===== src/rtl/wr_sdram_if.sv =====
// wr_sdram_if: FIFO-side and SDRAM-controller-side signals of the field writer.
interface wr_sdram_if;
  logic [9:0] rdusedw_fifo;
  logic [15:0] dout_fifo;
  logic rdempty_fifo;
  logic rd_en_fifo;
  logic fifo_aclr;
  logic wr_req;
  logic [8:0] wr_data_length;
  logic [21:0] wr_addr_base;
  logic [15:0] wr_data;
  logic wr_data_valid;
  logic field_done;
  modport master (
    input rdusedw_fifo, dout_fifo, rdempty_fifo, wr_data_valid,
    output rd_en_fifo, fifo_aclr, wr_req, wr_data_length, wr_addr_base, wr_data, field_done
  );
  modport slave (
    output rdusedw_fifo, dout_fifo, rdempty_fifo, wr_data_valid,
    input rd_en_fifo, fifo_aclr, wr_req, wr_data_length, wr_addr_base, wr_data, field_done
  );
endinterface


===== src/rtl/wr_sdram.sv =====
// wr_sdram: streams video lines from a show-ahead FIFO into SDRAM as write bursts,
// one SDRAM row per burst, restarting at row 0 on every field sync.
module wr_sdram #(
  parameter int BURST_LEN = 256,
  parameter int LAST_LEN = 32,
  parameter int BURSTS_PER_LINE = 4,
  parameter int LINES_MAX = 288
) (
  input logic clk_sdram,
  input logic reset_n,
  input logic vs,
  wr_sdram_if.master bus
);
  localparam logic [4:0] IDLE = 5'b00001, WR_REQ = 5'b00010, WR_BURST = 5'b00100,
                         FSM_AROUND = 5'b01000, HOLD = 5'b10000;
  localparam logic [8:0] BL = 9'(BURST_LEN), LL = 9'(LAST_LEN), LM = 9'(LINES_MAX);
  localparam logic [7:0] BLAST = 8'(BURSTS_PER_LINE - 1);
  logic [4:0] state;
  logic vs_d1, vs_d2, vs_pos;
  logic [13:0] row_addr;
  logic [7:0] burst_cnt;
  logic [8:0] line_cnt, line_nx, word_cnt, len;
  always_comb begin
    len = (burst_cnt == BLAST) ? LL : BL;
    line_nx = line_cnt + {8'b0, burst_cnt == BLAST};
    bus.rd_en_fifo = (state == WR_BURST) ? bus.wr_data_valid & ~vs_pos
                                         : (state == HOLD) & ~bus.rdempty_fifo;
    bus.wr_data = bus.dout_fifo;
  end
  always_ff @(posedge clk_sdram or negedge reset_n)
    if (!reset_n) begin
      vs_d1 <= 1'b0;
      vs_d2 <= 1'b0;
      vs_pos <= 1'b0;
      bus.fifo_aclr <= 1'b0;
      bus.field_done <= 1'b0;
      bus.wr_req <= 1'b0;
      bus.wr_data_length <= BL;
      bus.wr_addr_base <= '0;
      state <= IDLE;
      row_addr <= '0;
      burst_cnt <= '0;
      line_cnt <= '0;
      word_cnt <= '0;
    end else begin
      vs_d1 <= vs;
      vs_d2 <= vs_d1;
      vs_pos <= vs_d1 & ~vs_d2;
      bus.fifo_aclr <= vs_pos;
      bus.field_done <= 1'b0;
      if (vs_pos) begin
        // field sync aborts whatever is in flight, even mid-burst
        state <= IDLE;
        bus.wr_req <= 1'b0;
        bus.wr_data_length <= BL;
        bus.wr_addr_base <= '0;
        row_addr <= '0;
        burst_cnt <= '0;
        line_cnt <= '0;
        word_cnt <= '0;
      end else
        case (state)
          IDLE:
            if (bus.rdusedw_fifo >= {1'b0, len}) begin
              bus.wr_data_length <= len;
              state <= WR_REQ;
            end
          WR_REQ: begin
            bus.wr_req <= 1'b1;
            bus.wr_addr_base <= {row_addr, 8'b0};
            word_cnt <= '0;
            state <= WR_BURST;
          end
          WR_BURST:
            if (bus.wr_data_valid) begin
              bus.wr_req <= 1'b0;
              word_cnt <= word_cnt + 9'd1;
              if (word_cnt == bus.wr_data_length - 9'd1) state <= FSM_AROUND;
            end
          FSM_AROUND: begin
            bus.wr_req <= 1'b0;
            row_addr <= row_addr + 14'd1;
            burst_cnt <= (burst_cnt == BLAST) ? '0 : burst_cnt + 8'd1;
            line_cnt <= line_nx;
            state <= (line_nx == LM) ? HOLD : IDLE;
            bus.field_done <= line_nx == LM;
          end
          HOLD: bus.wr_req <= 1'b0;
          default: state <= IDLE;
        endcase
    end
endmodule


===== src/flat_wrapper.sv =====
// flat-port wrapper written by rule: the top's interface ports become plain ports
module wr_sdram_flat 
#(
  parameter int BURST_LEN = 256,
  parameter int LAST_LEN = 32,
  parameter int BURSTS_PER_LINE = 4,
  parameter int LINES_MAX = 288
)
  (clk_sdram, reset_n, vs, bus_rdusedw_fifo, bus_dout_fifo, bus_rdempty_fifo, bus_wr_data_valid, bus_rd_en_fifo, bus_fifo_aclr, bus_wr_req, bus_wr_data_length, bus_wr_addr_base, bus_wr_data, bus_field_done);
  wr_sdram_if bus_i ();
  input logic clk_sdram;
  input logic reset_n;
  input logic vs;
  input wire logic [$bits(bus_i.rdusedw_fifo)-1:0] bus_rdusedw_fifo;
  input wire logic [$bits(bus_i.dout_fifo)-1:0] bus_dout_fifo;
  input wire logic [$bits(bus_i.rdempty_fifo)-1:0] bus_rdempty_fifo;
  input wire logic [$bits(bus_i.wr_data_valid)-1:0] bus_wr_data_valid;
  output wire logic [$bits(bus_i.rd_en_fifo)-1:0] bus_rd_en_fifo;
  output wire logic [$bits(bus_i.fifo_aclr)-1:0] bus_fifo_aclr;
  output wire logic [$bits(bus_i.wr_req)-1:0] bus_wr_req;
  output wire logic [$bits(bus_i.wr_data_length)-1:0] bus_wr_data_length;
  output wire logic [$bits(bus_i.wr_addr_base)-1:0] bus_wr_addr_base;
  output wire logic [$bits(bus_i.wr_data)-1:0] bus_wr_data;
  output wire logic [$bits(bus_i.field_done)-1:0] bus_field_done;
  assign bus_i.rdusedw_fifo = bus_rdusedw_fifo;
  assign bus_i.dout_fifo = bus_dout_fifo;
  assign bus_i.rdempty_fifo = bus_rdempty_fifo;
  assign bus_i.wr_data_valid = bus_wr_data_valid;
  assign bus_rd_en_fifo = bus_i.rd_en_fifo;
  assign bus_fifo_aclr = bus_i.fifo_aclr;
  assign bus_wr_req = bus_i.wr_req;
  assign bus_wr_data_length = bus_i.wr_data_length;
  assign bus_wr_addr_base = bus_i.wr_addr_base;
  assign bus_wr_data = bus_i.wr_data;
  assign bus_field_done = bus_i.field_done;
  wr_sdram #(.BURST_LEN(BURST_LEN), .LAST_LEN(LAST_LEN), .BURSTS_PER_LINE(BURSTS_PER_LINE), .LINES_MAX(LINES_MAX)) u_core (.clk_sdram(clk_sdram), .reset_n(reset_n), .vs(vs), .bus(bus_i));
endmodule

===== config.mk =====
export PLATFORM = sky130hd
export DESIGN_NAME = wr_sdram_flat
export DESIGN_NICKNAME = d
export VERILOG_FILES = /design/src/rtl/wr_sdram_if.sv /design/src/rtl/wr_sdram.sv /design/src/flat_wrapper.sv
export SDC_FILE = /design/constraint.sdc
export NUM_CORES = 1
export LEC_CHECK = 0
export ABC_AREA = 1
export BUFFER_PORTS_ARGS = -buffer_cell sky130_fd_sc_hd__clkbuf_2
export CAP_MARGIN = 0
export CORE_MARGIN = 1
export CORE_UTILIZATION = 55
export DETAILED_ROUTE_END_ITERATION = 10
export PLACE_DENSITY_LB_ADDON = 0.05
export SYNTH_ARGS = -nofsm -noshare
export SYNTH_HDL_FRONTEND = slang
export SYNTH_SLANG_ARGS = --single-unit
export TNS_END_PERCENT = 20

===== constraint.sdc =====
create_clock -name clk_sdram -period 2.2 [get_ports clk_sdram]
set_clock_uncertainty 0.1 [all_clocks]
set_input_delay 0.33 -clock clk_sdram [delete_from_list [all_inputs] [get_ports clk_sdram]]
set_output_delay 0.33 -clock clk_sdram [all_outputs]
set_load 0.05 [all_outputs]

* Word-level counts from Yosys, hierarchy flattened *
Index checks and enable logic that the tools add are counted.

word-level totals
  RAM bits = 0
  logic and storage cells = 76
  bits in latches = 0
  memories = 0
  output and inout bits = 51
  register bits after elaboration = 82
  memory bits (read-only) = 0

cells by class
  reductions and logical operators = 11
  multiply operators = 0
  $add $sub $neg = 5
  equality and inequality tests = 12
  multiplexer cells = 28
  bitwise logic cells = 6
  order comparisons = 1
  divide/modulo/power cells = 0
  shift operators = 0

operators with widths
  kind                                                                     count
  9-bit two-way mux                                                        8
  22-bit two-way mux                                                       2
  14-bit two-way mux                                                       2
  5-bit two-way mux                                                        5
  5-bit case mux with 5 select lines                                       1
  8-bit two-way mux                                                        3
  9-bit case mux with 2 select lines                                       1
  14-bit by 1-bit adder with 14-bit output, second input constant          1
  10-bit by 9-bit >= comparator with 1-bit output                          1
  9-bit by 1-bit adder with 9-bit output                                   1
  9-bit by 1-bit adder with 9-bit output, second input constant            1
  9-bit == test                                                            1
  9-bit == test, second input constant                                     1
  9-bit by 1-bit subtractor with 9-bit output, second input constant       1
  8-bit by 1-bit adder with 8-bit output, second input constant            1
  8-bit by 2-bit == test with 1-bit output, second input constant          1
  2-bit nonzero test                                                       4
  3-bit by 2-bit inequality test with 1-bit output, second input constant  2
  2-bit AND reduction                                                      3
  5-bit by 1-bit == test with 1-bit output, second input constant          1
  5-bit by 2-bit == test with 1-bit output, second input constant          1
  5-bit by 3-bit == test with 1-bit output, second input constant          1
  5-bit by 4-bit == test with 1-bit output, second input constant          1
  5-bit == test, second input constant                                     1
  10 further kinds                                                         18

* Logic depth before layout (Yosys ltp) *
  depth after elaboration = 6
  depth in mapped cells = 16

* Worst setup path after synthesis *
Ideal clock, no wire load.

  kind = register to output
  start = register u_core.state[3]
  end = output port bus_rd_en_fifo
  slack = -10 ps
  cell stages (with the launch flop) = 4
  arrival time = 1780 ps
  buffers on the path = 0
  cell sequence = dfrtp_1 > nor2_2 > nand3_1 > o21ai_0

between the ends
  word-level cells in the longest chain between the ends = 3

ends and longest elaborated chain
  element                 line                source
  start, declared         wr_sdram.sv:18      logic [4:0] state;
  start signal, assigned  wr_sdram.sv:85      state <= (line_nx == LM) ? HOLD : IDLE;
  5-bit == test           wr_sdram.sv:27      : (state == HOLD) & ~bus.rdempty_fifo;
  1-bit AND               wr_sdram.sv:27
  1-bit two-way mux *     wr_sdram.sv:26      bus.rd_en_fifo = (state == WR_BURST) ? bus.wr_data_valid & ~vs_pos
  end, declared           flat_wrapper.sv:18  output wire logic [$bits(bus_i.rd_en_fifo)-1:0] bus_rd_en_fifo;

Every way passes the cells marked *; elsewhere a longest branch is shown, timed or not.

* Final worst setup path *
  start = register u_core.burst_cnt[6]
  end = register u_core.state[4]

between the ends
  word-level cells in the longest chain between the ends = 6

ends and longest elaborated chain
  element                                     line                            source
  start, declared                             wr_sdram.sv:21                  logic [7:0] burst_cnt;
  start signal, assigned                      wr_sdram.sv:83                  burst_cnt <= (burst_cnt == BLAST) ? '0 : burst_cnt + 8'd1;
  8-bit by 2-bit == test with 1-bit output *  wr_sdram.sv:24, wr_sdram.sv:25
  9-bit by 1-bit adder with 9-bit output      wr_sdram.sv:25                  line_nx = line_cnt + {8'b0, burst_cnt == BLAST};
  9-bit == test                               wr_sdram.sv:85
  5-bit two-way mux                           wr_sdram.sv:85
  5-bit case mux with 5 select lines          wr_sdram.sv:62                  case (state)
  5-bit two-way mux                           wr_sdram.sv:51                  if (vs_pos) begin

Marks and branches as above.
A chain may end at the register's enable or synchronous reset.

==> out/results.ini <==
[status]
status = complete, but fails checks
violations = DRC

[setup_path]
cp_slowest_cell = dfrtp_1
path_buf_inv = 4
reg2reg_slack_ns = 0.09
r2r_end = u_core.state[4]$_DFFE_PN0P_
cp-start-kind = flop
worstSetupEndpointType = flop
crit_path_start = u_core.burst_cnt[6]$_DFFE_PN0P_
worst-r2r-cell-count = 14
crit_type = reg -> reg
crit_family = simple AND/OR/NAND/NOR gates
r2r_start = u_core.burst_cnt[6]$_DFFE_PN0P_
cpMostUsedCell = nand2_1
worstPathMaxFanout = 5
worstPathRequired_ns = 2.38
cp_slowest_stage_delay_ns = 0.43
critical_path_arrival_ns = 2.29
cp_cell_sequence = inv_2 > nand4_1 > nand3b_1 > inv_2 > ha_4 > inv_1 > nand2_1 > nor2_1 > nand2_2 > nor2_2 > nand3_2 > nand2_1 > nand2_1 > inv_1

[synth]
synth_top_family_by_area = simple AND/OR/NAND/NOR gates
synthXorXnorAreaFrac_pct = 1.85
synth-seq-cells = 67
synthTopCellsByArea = dfrtp_1 (43%), nand2_1 (10%), buf_4 (6.4%)
synth.most_common_cell = nand2_1
synth-edff-count = 0
synthAdderAreaFrac_pct = 2.32
synth_common_cells = nand2_1 (105), dfrtp_1 (65), inv_1 (56)
synthDistinctLibCells = 40
avgSynthCellArea_um2 = 8.01
syn-instance-count = 472
synth_ff_type = dfrtp_1
seq_area_frac_synth_pct = 44.4
netlist_area_um2 = 3780
synth-compound-area-share_pct = 10.6
synth_top_cell_by_area = dfrtp_1
synthSimpleGateAreaFrac_pct = 26.6
muxShareOfSynthArea_pct = 0
synth_top_area_share_pct = 43.0
yosysWarnings = 0
async_reset_ff_share_pct = 100

[power]
power_mw = 3.14
ir_worst_vdd_mv = 0.448
p_per_area_nw_per_um2 = 743
leakage_nw = 2.12

[finish]
final_area_um2 = 4220
fin_cells = 588
syn2layout_area_growth_pct = 11.8
utilization_pct = 65.0
fin_nets = 544
drive_above_1_share_pct = 22.3
antenna-diode-count = 0

[global_routing]
gr-usage-met2_pct = 39.1
grt_max_degree = 68
overflow = 0
grt_antenna_before_repair = 0
gr-usage-all-layers_pct = 23.4
busiest_layer = met2
grt_first_pass_wirelength_mm = 13.3
met3_usage_pct = 3.70
grt_pass1_vias = 2940
grt_util_met1_pct = 30.9

[timing]
max_clock_freq_ghz = 0.475
relSlewSlack_pct = 64.8
fin_tns_setup_ns = 0
finalMaxSlewViolations = 0
rsz0062_at_grt = true
timing.hold.ws_ns = 0.173
setup_viol = 0
finalCritPeriodShare_pct = 95.8
worst_slew_pin_slew_ns = 0.526
finalHoldViolCount = 0
min_period_ns = 2.11
worst_slack_ns = 0.0929

[min_path]
min_from = bus_wr_data_valid
hold_depth = 3
hold_end = u_core.word_cnt[1]$_DFFE_PN0P_
hold_path.class = in -> reg

[clocking]
cts.clk_slew.worst_paths_ns = 0.07
cts-root-buf = clkbuf_8
tritoncts = done
cts_buffers = 9
htree_levels = 3
ctsLongestPathBuffers = 2
clkLatencyLatePin_ns = 0.34
clock-sinks = 67

[routing]
initialDrtViolationCount = 181
via_per_inst = 5.32
wl_mm = 7.94
first_pass_iters = 7
num_vias = 3126
drc = 7
postRouteAntennaNets = 0
wl_per_cell_um = 13.5

[placement]
place.gp.congestion = 0.888
placed_area_um2 = 3850
numPlacedInstances = 562
place_ws_ns = 0.0304
port_buffers = 34
dpl.hpwl_mm = 5.47

[die]
core-area_um2 = 6490
start_util_pct = 58.2
row_count = 29
die_w_um = 84.9
die_area_um2 = 7210
die_y_um = 84.9
ios = 82

[run]
cap_viol_max_count = 0

==> flip-flops by register name, summed over array words and instances, names as in the netlist <==
signal                     cells
u_core.bus.wr_data_length      2
u_core.row_addr               14
u_core.word_cnt                9
u_core.bus.field_done          1
u_core.bus.wr_addr_base       14
u_core.vs_pos                  1
u_core.vs_d1                   1
u_core.bus.wr_req              1
u_core.vs_d2                   1
u_core.state                   5
u_core.bus.fifo_aclr           1
u_core.line_cnt                9
u_core.burst_cnt               8
==> how the worst max path moves through the flow <==
stage,endpoint,slack (ns),cells after the start
3_3_place_gp,u_core.state[4]$_DFFE_PN0P_,0.11,15
4_1_cts,u_core.state[4]$_DFFE_PN0P_,0.02,14
2_1_floorplan,u_core.state[4]$_DFFE_PN0P_,0.15,15
6_report,u_core.state[4]$_DFFE_PN0P_,0.09,14
5_1_grt,u_core.state[4]$_DFFE_PN0P_,-0.03,15
3_5_place_dp,u_core.state[4]$_DFFE_PN0P_,0.03,14
==> worst min-delay path, stage by stage <==
cell	delay, ns
clkbuf_2	0.11
nand3_1	0.08
nand2_1	0.05
==> cell type report <==
class	instances	area (µm²)
Sequential cell	67	1680
Clock inverter	6	71.3
Inverter	64	245
Clock buffer	10	138
Multi-Input combinational cell	316	1700
Timing Repair Buffer	48	295
Fill cell	531	2270
Tap cell	77	96.3
==> placed cells by master (no fill, tap or decap), types with 13 or more instances in the layout <==
cell type / count
clkbuf_2: 32
nand2_1: 98
a21oi_1: 14
nor2_1: 28
o21ai_0: 31
inv_1: 51
nor3_1: 13
nand3_1: 29
conb_1: 15
dfrtp_1: 65
==> report_power, final <==
| group | internal (mW) | switching [mW] | leakage, nW |
|---|---|---|---|
| clock network | 0.566 | 0.515 | 0.0999 |
| logic | 0.182 | 0.506 | 1.10 |
| registers | 1.31 | 0.0586 | 0.920 |
| total | 2.06 | 1.08 | 2.12 |
==> layer usage <==
metal	wire [µm]	share of wire [%]
met5	0	0
met4	139	1.8
met3	318	4.0
met2	3730	47
met1	3760	47
==> kinds of logic (layout without fill, tap and decap cells) <==
logic type / count (synthesis) / after routing
AO/OA/AOI/OAI: 71 / 71
XOR/XNOR: 8 / 8
adder cells (fa/ha/maj): 7 / 7
buffers and inverters: 103 / 128
flip-flops: 67 / 67
other: 1 / 15
AND/OR/NAND/NOR: 215 / 215
==> timing repair <==
item                                    4_1_cts  5_1_grt
hold buffers                                  2        0
endpoints found under the hold margin        66        0
setup buffers                                 0        8
gates resized for setup                       0       26
endpoints found under the setup margin        0       10
Note: power is estimated with default switching activity, not from simulation.
